**config.mk**
```make
export PLATFORM = sky130hd
export DESIGN_NAME = router_mode_ctrl_flat
export DESIGN_NICKNAME = d
export VERILOG_FILES = /design/src/rtl/router_mode_ctrl_if.sv /design/src/rtl/router_mode_ctrl.sv /design/src/flat_wrapper.sv
export SDC_FILE = /design/constraint.sdc
export NUM_CORES = 1
export LEC_CHECK = 0
export BUFFER_PORTS_ARGS = -buffer_cell sky130_fd_sc_hd__buf_4
export CAP_MARGIN = 20
export CORE_UTILIZATION = 40
export DETAILED_ROUTE_END_ITERATION = 6
export PLACE_DENSITY_LB_ADDON = 0.1
export SYNTH_ARGS = -nofsm -noshare
export SYNTH_HDL_FRONTEND = slang
export SYNTH_SLANG_ARGS = --single-unit
```
**constraint.sdc**
```tcl
create_clock -name clk -period 2 [get_ports clk]
set_input_delay 0.1 -clock clk [delete_from_list [all_inputs] [get_ports clk]]
set_output_delay 0.1 -clock clk [all_outputs]
set_load 0.05 [all_outputs]
```
**src/rtl/router_mode_ctrl_if.sv**
```systemverilog
// Handshake bundle between the four request sources and the router mode sequencer.
// Signal names match the original flat ports so existing connections map one-to-one.
interface router_mode_ctrl_if;
    logic [3:0] req_i;
    logic       bcast_i;
    logic       xfer_i;
    logic [3:0] grant_o;
    logic [2:0] router_mode_o;
    logic       busy_o;

    modport master (
        output req_i, bcast_i, xfer_i,
        input  grant_o, router_mode_o, busy_o
    );

    modport slave (
        input  req_i, bcast_i, xfer_i,
        output grant_o, router_mode_o, busy_o
    );
endinterface

```
**src/rtl/router_mode_ctrl.sv**
```systemverilog
// Round-robin arbiter and mode sequencer for the four-port mesh router.
// Each grant is held for a bounded burst and followed by a one-cycle drain gap.
module router_mode_ctrl #(
    parameter int unsigned DATA_WIDTH = 16,
    parameter int unsigned BURST_LEN  = 8,
    parameter int unsigned CNT_W      = $clog2(BURST_LEN + 1)
) (
    input  logic               clk,
    input  logic               rst_n,
    router_mode_ctrl_if.slave  bus
);

    typedef enum logic [1:0] {S_IDLE, S_GRANT, S_SWITCH} state_t;
    typedef enum logic [2:0] {
        M_ALL = 3'd0, M_NORTH = 3'd1, M_SOUTH = 3'd2,
        M_WEST = 3'd3, M_EAST = 3'd4, M_NONE = 3'd7
    } mode_t;

    if (BURST_LEN < 1 || BURST_LEN > 255 || DATA_WIDTH == 0) begin : g_bad_param
        $error("router_mode_ctrl: BURST_LEN must be 1..255 and DATA_WIDTH nonzero");
    end

    state_t           r_state, w_state_nxt;
    mode_t            r_mode, w_mode_nxt;
    logic [3:0]       r_grant, w_grant_nxt;
    logic             r_busy, w_busy_nxt;
    logic [CNT_W-1:0] r_cnt, w_cnt_nxt, w_cnt_inc;
    logic [1:0]       r_rr_ptr, w_ptr_nxt;
    logic [1:0]       r_idx, w_idx_nxt;
    logic [1:0]       w_cand, w_win;
    logic             w_found;

    function automatic mode_t mode_of(input logic [1:0] idx, input logic bcast);
        case (idx)
            2'd0:    mode_of = M_NORTH;
            2'd1:    mode_of = M_SOUTH;
            2'd2:    mode_of = M_WEST;
            default: mode_of = bcast ? M_ALL : M_EAST;
        endcase
    endfunction

    always_ff @(posedge clk or negedge rst_n) begin
        if (!rst_n) begin
            r_state  <= S_IDLE;
            r_mode   <= M_NONE;
            r_grant  <= '0;
            r_busy   <= 1'b0;
            r_cnt    <= '0;
            r_rr_ptr <= '0;
            r_idx    <= '0;
        end else begin
            r_state  <= w_state_nxt;
            r_mode   <= w_mode_nxt;
            r_grant  <= w_grant_nxt;
            r_busy   <= w_busy_nxt;
            r_cnt    <= w_cnt_nxt;
            r_rr_ptr <= w_ptr_nxt;
            r_idx    <= w_idx_nxt;
        end
    end

    always_comb begin
        w_state_nxt = r_state;
        w_mode_nxt  = r_mode;
        w_grant_nxt = r_grant;
        w_busy_nxt  = r_busy;
        w_cnt_nxt   = r_cnt;
        w_ptr_nxt   = r_rr_ptr;
        w_idx_nxt   = r_idx;
        w_cnt_inc   = r_cnt;
        w_cand      = '0;
        w_win       = '0;
        w_found     = 1'b0;

        // First requester at or above the pointer, wrapping modulo 4
        for (int unsigned i = 0; i < 4; i++) begin
            w_cand = r_rr_ptr + 2'(i);
            if (!w_found && bus.req_i[w_cand]) begin
                w_found = 1'b1;
                w_win   = w_cand;
            end
        end

        case (r_state)
            S_IDLE: begin
                w_mode_nxt  = M_NONE;
                w_grant_nxt = '0;
                w_busy_nxt  = 1'b0;
                if (w_found) begin
                    w_state_nxt = S_GRANT;
                    w_grant_nxt = 4'b0001 << w_win;
                    w_mode_nxt  = mode_of(w_win, bus.bcast_i);
                    w_busy_nxt  = 1'b1;
                    w_cnt_nxt   = '0;
                    w_idx_nxt   = w_win;
                end
            end
            S_GRANT: begin
                if (bus.xfer_i && r_cnt != CNT_W'(BURST_LEN))
                    w_cnt_inc = r_cnt + CNT_W'(1);
                w_cnt_nxt = w_cnt_inc;
                // Burst end and request drop share one exit, so the pointer advances once
                if (w_cnt_inc == CNT_W'(BURST_LEN) || !bus.req_i[r_idx]) begin
                    w_state_nxt = S_SWITCH;
                    w_grant_nxt = '0;
                    w_ptr_nxt   = r_idx + 2'd1;
                end
            end
            default: begin
                w_state_nxt = S_IDLE;
                w_mode_nxt  = M_NONE;
                w_grant_nxt = '0;
                w_busy_nxt  = 1'b0;
            end
        endcase
    end

    assign bus.grant_o       = r_grant;
    assign bus.router_mode_o = r_mode;
    assign bus.busy_o        = r_busy;

endmodule

```
**src/flat_wrapper.sv**
```systemverilog
// flat-port wrapper written by rule: the top's interface ports become plain ports
module router_mode_ctrl_flat 
#(
    parameter int unsigned DATA_WIDTH = 16,
    parameter int unsigned BURST_LEN  = 8,
    parameter int unsigned CNT_W      = $clog2(BURST_LEN + 1)
)
  (clk, rst_n, bus_req_i, bus_bcast_i, bus_xfer_i, bus_grant_o, bus_router_mode_o, bus_busy_o);
  router_mode_ctrl_if bus_i ();
  input  logic clk;
  input  logic rst_n;
  input wire logic [$bits(bus_i.req_i)-1:0] bus_req_i;
  input wire logic [$bits(bus_i.bcast_i)-1:0] bus_bcast_i;
  input wire logic [$bits(bus_i.xfer_i)-1:0] bus_xfer_i;
  output wire logic [$bits(bus_i.grant_o)-1:0] bus_grant_o;
  output wire logic [$bits(bus_i.router_mode_o)-1:0] bus_router_mode_o;
  output wire logic [$bits(bus_i.busy_o)-1:0] bus_busy_o;
  assign bus_i.req_i = bus_req_i;
  assign bus_i.bcast_i = bus_bcast_i;
  assign bus_i.xfer_i = bus_xfer_i;
  assign bus_grant_o = bus_i.grant_o;
  assign bus_router_mode_o = bus_i.router_mode_o;
  assign bus_busy_o = bus_i.busy_o;
  router_mode_ctrl #(.DATA_WIDTH(DATA_WIDTH), .BURST_LEN(BURST_LEN), .CNT_W(CNT_W)) u_core (.clk(clk), .rst_n(rst_n), .bus(bus_i));
endmodule
```
### After elaboration in Yosys (flattened, before gate mapping)

Index checks and enable logic that the tools add are counted.

* $add $sub $neg: 5
* reductions and logical operators: 16
* muxes and demuxes: 34
* magnitude comparators: 5
* eq/ne operators: 7
* shifts and indexed selects: 1

Operators by type and width (count)
* two-way mux 4 bit: 5
* case mux 4 bit (2 select lines): 2
* < comparator 2 x 3 -> 1 bit (second input constant): 5
* two-way mux 2 bit: 6
* binary-select mux 1 bit (select 2 bit): 5
* two-way mux 1 bit: 10
* case mux 3 bit (3 select lines): 1
* AND reduction 2 bit: 4
* two-way mux 3 bit: 2
* case mux 3 bit (2 select lines): 1
* adder 2 x 1 -> 2 bit (second input constant): 2
* adder 2 bit (second input constant): 2
* adder 4 x 1 -> 4 bit (second input constant): 1
* == test 2 x 1 -> 1 bit (second input constant): 2
* == test 4 bit (second input constant): 1
* logical AND 1 bit: 4
* logical NOT 1 bit: 4
* logical NOT 2 bit: 2
* inequality test 2 x 1 -> 1 bit (second input constant): 2
* inequality test 4 bit (second input constant): 1
* case mux 2 bit (2 select lines): 1
* << shifter 1 x 2 -> 4 bit (first input constant): 1
* == test 2 bit (second input constant): 1
* case mux 1 bit (2 select lines): 1
* 2 further kinds: 2

* register bits after elaboration: 18
* input port bits: 8
* logic and storage cells: 75
* output and inout port bits: 8

### Longest topological paths before layout

Gate-level depths: netlist of run 1.

* depth after elaboration: 16
* depth in mapped cells: 7
* mapped depth without buffers: 7

### Worst setup path after synthesis of run 1

OpenSTA, ideal clock, no wires.

* path kind: register to register
* start point: register u_core.r_cnt[0]
* end point: register u_core.r_rr_ptr[1]
* slack: 5 ps
* cell stages (with the launch flop): 8
* period minus slack after synthesis: 1995 ps
* arrival time: 1868 ps
* data required time: 1872 ps
* path buffers: 0
* library setup time: 128 ps
* cells stage by stage: dfrtp_1 -> inv_1 -> ha_1 -> nand3b_1 -> a211o_1 -> a2111oi_4 -> o21ai_2 -> mux2_1

* cells in the longest elaborated chain, start to end: 7
* elaborated cells on any way between the ends: 8
* classes of those cells: add/sub: 1; eq/ne: 2; mux: 2; reduce/logical: 3

Ends and longest elaborated chain
* from (decl): line router_mode_ctrl.sv:27 `logic [CNT_W-1:0] r_cnt, w_cnt_nxt, w_cnt_inc;`
* from (signal assigned): line router_mode_ctrl.sv:56 `r_cnt <= w_cnt_nxt;`
* branches (longest 2 deep; another with adder 4 x 1 -> 4 bit)
* two-way mux 4 bit (*): line router_mode_ctrl.sv:99 `if (bus.xfer_i && r_cnt != CNT_W'(BURST_LEN))`
* two-way mux 4 bit (*): line router_mode_ctrl.sv:84 `case (r_state)`
* == test 4 bit (*): line router_mode_ctrl.sv:103 `if (w_cnt_inc == CNT_W'(BURST_LEN) || !bus.req_i[r_idx]) begin`
* logical OR 1 bit (*): line router_mode_ctrl.sv:103
* AND reduction 2 bit (no line) (*)
* to (signal assigned): line router_mode_ctrl.sv:57 `r_rr_ptr <= w_ptr_nxt;`
* to (decl): line router_mode_ctrl.sv:28 `logic [1:0] r_rr_ptr, w_ptr_nxt;`

Mark *: on every way between the ends. The select of a mux whose other input is x is not followed.
A chain may end at the register's enable or synchronous reset.

### Worst setup path after layout of run 1

* start point: register u_core.r_cnt[1]
* end point: register u_core.r_state[0]

* cells in the longest elaborated chain, start to end: 8
* elaborated cells on any way between the ends: 9
* classes of those cells: add/sub: 1; eq/ne: 3; mux: 2; reduce/logical: 3

Ends and longest elaborated chain
* branches (longest 2 deep; another with adder 4 x 1 -> 4 bit)
* two-way mux 4 bit (*): line router_mode_ctrl.sv:99
* two-way mux 4 bit (*): line router_mode_ctrl.sv:84
* == test 4 bit (*): line router_mode_ctrl.sv:103
* logical OR 1 bit (*): line router_mode_ctrl.sv:103
* inequality test 2 x 1 -> 1 bit (no line) (*)
* AND reduction 2 bit (no line) (*)
* to (signal assigned): line router_mode_ctrl.sv:52 `r_state <= w_state_nxt;`
* to (decl): line router_mode_ctrl.sv:23 `state_t r_state, w_state_nxt;`

Marked as above.

==> results of run 1 <==
-- cell families (layout without fill, tap and decap cells) --
group | count (synthesis) | in the layout | synth area share
compound gates | 26 | 26 | 0.218
flops | 18 | 18 | 0.471
mux | 4 | 4 | 0.0558
fa+ha+maj | 5 | 5 | 0.0649
simple gates | 24 | 24 | 0.130
xor+xnor | 2 | 2 | 0.0182
buf+inv | 11 | 38 | 0.0428
-- critical path, delay by kind of cell, from the launching register on --
family                     cells  cell delay (ns)
and+or+nand+nor                3             0.38
adders and majority gates      1             0.14
AOI/OAI and AO/OA              2             0.69
DFF                            1             0.40
buffers and inverters          2             0.26
-- flip-flops by register name, summed over array words and instances, names as in the netlist --
signal,cells
u_core.bus.busy_o,1
u_core.bus.grant_o,4
u_core.bus.router_mode_o,3
u_core.r_cnt,4
u_core.r_idx,2
u_core.r_rr_ptr,2
u_core.r_state,2
-- cells in the mapped netlist, drive strengths merged, types with 3 or more instances --
library cell   n
inv           10
ha             5
nor2           3
a21oi          4
dfstp          3
a22o           4
nand2          8
o21ai          6
dfrtp         15
-- per-layer routing --
layer / routed length, um / vias to the layer above
met5: 0 / -
met4: 14 / 0
met3: 57 / 2
met2: 927 / 12
met1: 967 / 370
li1: - / 383
-- per-stage QoR --
step	setup slack, ns	total power [W]	utilization
after CTS	0.00631	0.00185	0.526
after global placement	-0.0124	0.00165	0.510
final	0.0147	0.00190	0.550
after detailed placement	-0.0307	0.00166	0.510
after floorplan	0.00469	0.00135	-
after global routing	-0.0587	0.00204	0.550
-- worst max path at each step --
stage,endpoint,start
floorplan,u_core.r_rr_ptr[1],u_core.r_cnt[0]
global placement,u_core.r_rr_ptr[1],u_core.r_cnt[1]
detailed placement,u_core.r_rr_ptr[1],u_core.r_cnt[1]
CTS,u_core.r_rr_ptr[1],u_core.r_cnt[1]
global route,u_core.r_state[0],u_core.r_cnt[1]
finish,u_core.r_state[0],u_core.r_cnt[1]
-- cell type report --
cell class | count | area, sq um
fill | 228 | 1000
multi-input combinational | 61 | 493
sequential | 18 | 454
timing repair buffer | 24 | 183
inverter | 10 | 37.5
tap | 28 | 35.0
clock buffer | 4 | 26.3
-- timing repair --
item,4_1_cts,5_1_grt
endpoints found under the hold margin,18,0
endpoints found under the setup margin,2,7
hold buffers,1,0
buffers inserted,0,4
pin swaps,1,5
resized for setup,0,6
-- power by group through the flow --
stage | clock, W | combinational (W) | sequential, W
after floorplan | 0 | 0.000468 | 0.000883
after global routing | 0.000203 | 0.00117 | 0.000667
final | 0.000179 | 0.00107 | 0.000649
after global placement | 0 | 0.00100 | 0.000648
after detailed placement | 0 | 0.00101 | 0.000650
after CTS | 0.000189 | 0.00101 | 0.000645
==> summary.md, run 1 <==
| Metric | Value |
|---|---|
| Status | finished, final reports clean |
| Final setup viols | 0 |
| Worst endpoint required time | 2.18 ns |
| Rows | 17 |
| Peak Freq | a little over 500 MHz |
| Post-synth EDFFs | 0 |
| Hold path depth | 3 |
| Die Y | approximately 50 um |
| Latest clock arrival within the worst-skew pair | between 0.2 and 0.3 ns |
| Clock buffer count from CTS | 3 |
| Die X-Extent | just over 50 um |
| Vias in the first global route | approximately 730 |
| Worst-case clock buffer depth | 2 |
| Final hold violations | 0 |
| Layout Cells excl Fill | about 150 |
| Cell Count Post-Placement | 136 |
| Synthesized Nets | 103 |
| Startpoint types | flip-flop |
| Antenna violations before repair | 0 |
| Antenna cells | 0 |
| Total Neg Setup Slack | 0 ns |
| Via Count | 767 |
| CP Max Fanout | 5 |
| Worst r2r dst | u_core.r_state[0] |
| Global-route track usage on met1 | 0.236 |
| H-Tree Depth | 1 |
| WHS Endpoint | u_core.bus.router_mode_o[2] |
| Final min period | between 1.5 and 2 ns |
| Post-DP HPWL | 1420 um |
| RSZ-0062 raised after global routing | yes |
| Post-synth cell types | 36 |
| DRT Pass-1 Iters | 4 |
| Worst setup EP type | flip-flop |
| IO Pins | 16 |
| CTS tree | yes |
| Crit path largest cell delay | 0.40 ns |
| Register area share after synthesis | 0.471 |
| Post-synth top area cell | dfrtp_1 |
| RR Startpoint | u_core.r_cnt[1] |
| Warnings from Yosys | 0 |
| Comb power frac | 0.564 |
| Pin count of the biggest net entering global routing | 19 |
| Clock skew | 0.00571 ns |
| Sw Ratio | 0.452 |
| PortBufs | 15 |
| Final net count | 131 |
| CORE AREA | 2230 sq um |
| Slew margin rel. | 0.686 |
| Layout area overhead | 27.4% |
| Post-Syn Area | 965 sq um |
| DRT iter0 DRCs | 13 |
| Final period util | 0.993 |
| Commonest non-fill, non-tap cell in the layout | buf_4 |
| Seq pwr share | 0.341 |
| Post-route cell area | roughly 1200 sq um |
| HP Class | in -> reg |
| DRC violations left | 0 |
| Grt ovf | 0 |
| RD Place Congestion | 0.892 |
| Layout cell share with drive strength beyond 1 | 0.325 |
| Clock-pin slew on the worst setup and hold paths | 0.10 ns |
| Total track usage | 0.162 |
| Internal power | 0.00104 W |
| Worst R2R Setup Slack | 0.01 ns |
| Crit-path cells | inv_2, ha_4, nand3b_1, a211o_1, a2111oi_4, buf_4, nor3_4, or2_1 |
| R2R depth | 8 |
| Slew @ Worst Pin | 0.468 ns |
| Root Driver | clkbuf_4 |
| Synth async-reset ratio | 1.00 |
| Post-synth top area share | 0.389 |
| Synth Flop Type | dfrtp_1 |
| Clock power share | 0.094 |
| WS Path Type | reg -> reg |
| Avg Cell Area, Syn | 10.7 sq um |
| TritonCTS Sinks | 18 |
| First-pass GRT wire length | 3150 um |
| PD cells | roughly 1500 nW/um^2 |
| M3 GR Usage | 0.0208 |
| Slowest cell on the critical path | dfrtp_1 |
| Per-cell routed wire length | 13.6 um |
| ANT nets after route | 0 |
| Crit path arrival time | 2.16 ns |
| Leakage | between 0.5 and 0.6 nW |
| Most frequent cells in the layout | buf_4 (23), dfrtp_1 (15), inv_1 (8), nand2_1 (8), o21ai_0 (5) |
| Min-delay src | bus_bcast_i |
| Via density | 5.29 |
| P_sw | 0.000858 W |
| Busiest grt layer | met2 |
| Die area | 2610 sq um |
| Worst hold margin | 0.0782 ns |
| Max Cap Viol | 0 |
| Max IR drop VDD | 776 uV |
| Number of synthesized register bits | 18 |
| Cell Area, Placed | roughly 1100 sq um |
| Initial core utilization | 0.432 |
| Cells after Synth | 90 |
| Met2 Use GR | 0.243 |
| Final WL | 1970 um |
| Synth top area cells | dfrtp_1 (39%), dfstp_2 (8.2%), ha_1 (6.5%) |
| Pins over their slew limit | 0 |
(Power assumes the default switching activity.)
==> run 2: changes to the inputs <==
--- a/config.mk
+++ b/config.mk
@@ -9,7 +9,7 @@
 export CAP_MARGIN = 20
 export CORE_UTILIZATION = 40
 export DETAILED_ROUTE_END_ITERATION = 6
-export PLACE_DENSITY_LB_ADDON = 0.1
+export PLACE_DENSITY = 0.65
 export SYNTH_ARGS = -nofsm -noshare
 export SYNTH_HDL_FRONTEND = slang
 export SYNTH_SLANG_ARGS = --single-unit
==> summary.md, run 2 (synthesis gave the netlist of run 1 again) <==
| Metric | Value |
|---|---|
| Antenna cells | 0 |
| Clock-pin slew on the worst setup and hold paths | 0.10 ns |
| First-pass GRT wire length | 3170 um |
| Worst endpoint required time | 2.19 ns |
| Critical path's top delay family | compound AO/OA/AOI/OAI gates |
| CTS tree | yes |
| Setup bufs post-CTS | 0 |
| RSZ-0062 raised after global routing | yes |
| Max IR drop VDD | around 800 uV |
| Global-route track usage on met1 | 0.238 |
| Worst R2R Setup Slack | 0.04 ns |
| PortBufs | 15 |
| Final period util | 0.981 |
| Max Cap Viol | 0 |
| Clock buffer count from CTS | 3 |
| Slew margin rel. | 0.692 |
| Final hold violations | 0 |
| CORE AREA | 2230 sq um |
| DRT Pass-1 Iters | 4 |
| Final min period | 1.96 ns |
| Post-DP HPWL | 1440 um |
| Vias in the first global route | 674 |
| Total track usage | 0.172 |
| Layout area overhead | 25.0% |
| CP Buf/Inv Count | 1 |
| WS Path Type | reg -> reg |
| Antenna violations before repair | 0 |
| Initial core utilization | 0.432 |
| Die Y | 51.1 um |
| Slowest cell on the critical path | dfrtp_1 |
| Startpoint types | flip-flop |
| DRT iter0 DRCs | 14 |
| Crit-path cells | inv_2, ha_4, nand3b_1, a211o_1, a2111oi_4, o21ai_2, mux2_4 |
| Peak Freq | between 500 and 600 MHz |
| Via density | 5.28 |
| HP Class | in -> reg |
| Worst-case clock buffer depth | 2 |
| Final WL | 1980 um |
| Die area | between 2000 and 3000 sq um |
| Rows | 17 |
| Root Driver | clkbuf_4 |
| Latest clock arrival within the worst-skew pair | around 0.29 ns |
| Die X-Extent | 51.1 um |
| Met2 Use GR | 0.254 |
| RD Place Congestion | 0.827 |
| Final cell utilization of the core | 0.540 |
| IO Pins | 16 |
| Most frequent cells in the layout | buf_4 (19), dfrtp_1 (15), inv_1 (9) |
| ANT nets after route | 0 |
| TritonCTS Sinks | 18 |
| Crit path arrival time | 2.15 ns |
| H-Tree Depth | 1 |
| Pin count of the biggest net entering global routing | 19 |
| Layout cell share with drive strength beyond 1 | 0.310 |
| M3 GR Usage | 0.0357 |
| Clock skew | 0.00155 ns |
| Via Count | roughly 740 |
| Status | finished, final reports clean |
| Commonest non-fill, non-tap cell in the layout | buf_4 |
| Worst setup EP type | flip-flop |
| Final setup viols | 0 |
| DRC violations left | 0 |
| CP Max Fanout | 3 |
| Slew @ Worst Pin | 0.459 ns |
| Busiest grt layer | met2 |
| Pins over their slew limit | 0 |
| Worst hold margin | between 0.05 and 0.06 ns |
| PD cells | 1600 nW/um^2 |
| Final net count | around 130 |
| Leakage | ~0.6 nW |
| Crit path largest cell delay | 0.40 ns |
| Per-cell routed wire length | 14.1 um |
| Grt ovf | 0 |
==> run 2: cell count changes in the layout (fill, tap and decap cells not counted) <==
cell and change:
inv_1 +1, nor3_4 -1, inv_2 -1, mux2_1 -1, clkbuf_8 +1, clkbuf_1 -1
buf_4 -4, mux2_4 +1, nor3_2 +1
==> run 2: final cells by class <==
| type | instances | area, sq um |
|---|---|---|
| flip-flops and latches | 18 | 454 |
| repair buffers | 20 | 153 |
| multi-input cells | 61 | 490 |
| fillers | 211 | 1030 |
| inverters | 10 | 37.5 |
| clock buffers | 4 | 36.3 |
| well taps | 28 | 35.0 |
==> run 2: final timing paths <==
check                                        from                           to  cells past startpoint
worst max-delay path              u_core.r_cnt[1]           u_core.r_rr_ptr[1]                      7
worst min-delay path                  bus_bcast_i  u_core.bus.router_mode_o[2]                      3
worst max register to register    u_core.r_cnt[1]           u_core.r_rr_ptr[1]                      7
worst min register to register  u_core.bus.busy_o            u_core.bus.busy_o                      2
max in group asynchronous                   rst_n  u_core.bus.router_mode_o[1]                      2
min in group asynchronous                   rst_n              u_core.r_idx[1]                      2
==> run 2: worst min-delay path, cell delays in order <==
cell    delay [ns]
buf_4         0.08
nor3_1        0.04
o22a_1        0.14
==> run 2: power breakdown <==
group          leakage [nW]  switching, W  internal (W)
Combinational         0.340      0.000642      0.000422
Clock                0.0210      0.000112      0.000111
Sequential            0.224      0.000108      0.000533
==> run 2: what timing repair did <==
action / in CTS / in global routing
hold buffers: 1 / 0
setup endpoints to repair: 3 / 7
pin swaps: 1 / 4
endpoints found under the hold margin: 18 / 0
gates resized for setup: 0 / 5
==> run 2: through the flow <==
step / setup TNS (ns) / power (W) / std cells / instance area [sq um] / setup slack, ns
2_1_floorplan: 0 / 0.00135 / 90 / 965 / 0.00469
3_3_place_gp: -0.00970 / 0.00164 / 136 / 1140 / -0.00970
3_5_place_dp: -0.0208 / 0.00167 / 136 / 1140 / -0.0208
4_1_cts: 0 / 0.00190 / 141 / 1180 / 0.00153
5_1_grt: -0.126 / 0.00207 / 141 / 1210 / -0.0597
6_report: 0 / 0.00193 / 141 / 1210 / 0.0371
==> run 2: routing by layer <==
metal  up-vias  routed length, um
li1        372                  -
met1       351                933
met2        17                955
met3         4                 61
met4         0                 30
met5         -                  0
==> run 3: changes to the inputs <==
--- a/config.mk
+++ b/config.mk
@@ -5,7 +5,7 @@
 export SDC_FILE = /design/constraint.sdc
 export NUM_CORES = 1
 export LEC_CHECK = 0
-export BUFFER_PORTS_ARGS = -buffer_cell sky130_fd_sc_hd__buf_4
+export BUFFER_PORTS_ARGS = -buffer_cell sky130_fd_sc_hd__buf_2
 export CAP_MARGIN = 20
 export CORE_UTILIZATION = 40
 export DETAILED_ROUTE_END_ITERATION = 6
==> summary.md, run 3 (synthesis gave the netlist of run 1 again) <==
| Metric | Value |
|---|---|
| Status | finished, final reports clean |
| CP Buf/Inv Count | 1 |
| Startpoint types | flip-flop |
| DRC violations left | 0 |
| Multi-input gate area | ~470 sq um |
| Final period util | 0.986 |
| Pre-CTS WS | -0.0444 ns |
| CTS tree | yes |
| Rows | 17 |
| Pin count of the biggest net entering global routing | 19 |
| Leakage | 0.568 nW |
| Crit path arrival time | 2.15 ns |
| Slew margin rel. | 0.701 |
| Peak Freq | 507 MHz |
| DRT iter0 DRCs | 8 |
| Grt ovf | 0 |
| Critical path's top delay family | compound AO/OA/AOI/OAI gates |
| Worst endpoint required time | ~2.2 ns |
| Latest clock arrival within the worst-skew pair | 0.29 ns |
| Vias in the first global route | 746 |
| TritonCTS Sinks | 18 |
| Post-route setup slack | 0.0284 ns |
| Via Count | 763 |
| Fillers | 212 |
| H-Tree Depth | 1 |
| Die X-Extent | between 50 and 60 um |
| Initial core utilization | 0.432 |
| Final net count | 127 |
| PortBufs | 15 |
| DRT Pass-1 Iters | 4 |
| RD Place Congestion | 0.843 |
| Most frequent cells in the layout | buf_2 (15), dfrtp_1 (15), inv_1 (10) |
| First-pass GRT wire length | 3280 um |
| PD cells | 1600 nW/um^2 |
| Final hold violations | 0 |
| Register area | ~450 sq um |
| IO Pins | 16 |
| Crit path largest cell delay | 0.39 ns |
| HP Class | in -> reg |
| Die Y | slightly above 50 um |
| Max Cap Viol | 0 |
| Root Driver | clkbuf_4 |
| Clock skew | between 0.003 and 0.004 ns |
| Slowest cell on the critical path | dfrtp_1 |
| Tot Pwr | 0.00185 W |
| Antenna violations before repair | 0 |
| CORE AREA | 2230 sq um |
| Die area | 2610 sq um |
| Clock buffer count from CTS | 3 |
| Post-DP HPWL | 1460 um |
| Per-cell routed wire length | around 14 um |
| Final setup viols | 0 |
| ANT nets after route | 0 |
| WS Path Type | reg -> reg |
| Pins over their slew limit | 0 |
| Slew @ Worst Pin | 0.446 ns |
| Clock-pin slew on the worst setup and hold paths | about 0.1 ns |
| Crit-path cells | inv_1, ha_1, nand3b_1, a211o_1, a2111oi_4, o21ai_2, mux2_1 |
| Final WL | ~1900 um |
| RSZ-0062 raised after global routing | yes |
| Antenna cells | 0 |
| Total track usage | 0.170 |
| Worst setup EP type | flip-flop |
| Worst-case clock buffer depth | 2 |
| Layout area overhead | 19.5% |
| Via density | about 5.4 |
| Max IR drop VDD | 977 uV |
| Final min period | roughly 2.0 ns |
| CP Max Fanout | 3 |
| Setup bufs post-CTS | 0 |
| Layout cell share with drive strength beyond 1 | 0.283 |
-- run 3: worst min-delay path: stages --
cell and delay (ns):
buf_2 0.08, nor3_1 0.04, o22a_1 0.15
-- run 3: layer usage --
metal	routed length (um)	up-vias	GRT usage
met2	962	9	0.285
met1	924	378	0.221
li1	-	372	-
met5	0	-	0
met4	19	0	0.0741
met3	40	4	0.0179
-- run 3: power by group --
part           switching (W)  internal, W
combinational       0.000636     0.000348
sequential          0.000105     0.000532
clock               0.000113     0.000111
total               0.000854     0.000991
-- run 3: worst paths after layout --
path                                          endpoint               from  depth (start not counted)  slack [ns]
setup / recovery                    u_core.r_rr_ptr[1]    u_core.r_cnt[1]                          7        0.03
hold / removal             u_core.bus.router_mode_o[2]        bus_bcast_i                          3        0.06
setup reg to reg                    u_core.r_rr_ptr[1]    u_core.r_cnt[1]                          7        0.03
hold reg to reg                      u_core.bus.busy_o  u_core.bus.busy_o                          2        0.48
max in group asynchronous  u_core.bus.router_mode_o[1]              rst_n                          2        1.42
min in group asynchronous              u_core.r_idx[0]              rst_n                          2        0.25
-- run 3: repair_timing --
item                       4_1_cts  5_1_grt
setup endpoints to repair        6        2
gates cloned                     0        0
hold endpoints to repair        15        0
pin swaps                        3        0
hold buffers                     1        0
gates resized for setup          1        0
-- run 3: final cells by class --
type | count | share of cell area
clock buffers | 4 | 0.0315
inverters | 10 | 0.0326
multi-input cells | 61 | 0.412
flip-flops and latches | 18 | 0.394
well taps | 28 | 0.0304
repair buffers | 20 | 0.0999
-- run 3: stage by stage --
stage          utilization  area (sq um)  setup TNS, ns  hold slack [ns]  std cells
6_report             0.516          1150              0           0.0638        141
5_1_grt              0.516          1150        -0.0656           0.0657        141
4_1_cts              0.516          1150              0           0.0618        141
3_5_place_dp         0.493          1100        -0.0978           0.0530        136
3_3_place_gp         0.493          1100        -0.0119           0.0534        136
2_1_floorplan            -           965              0           -0.196         90
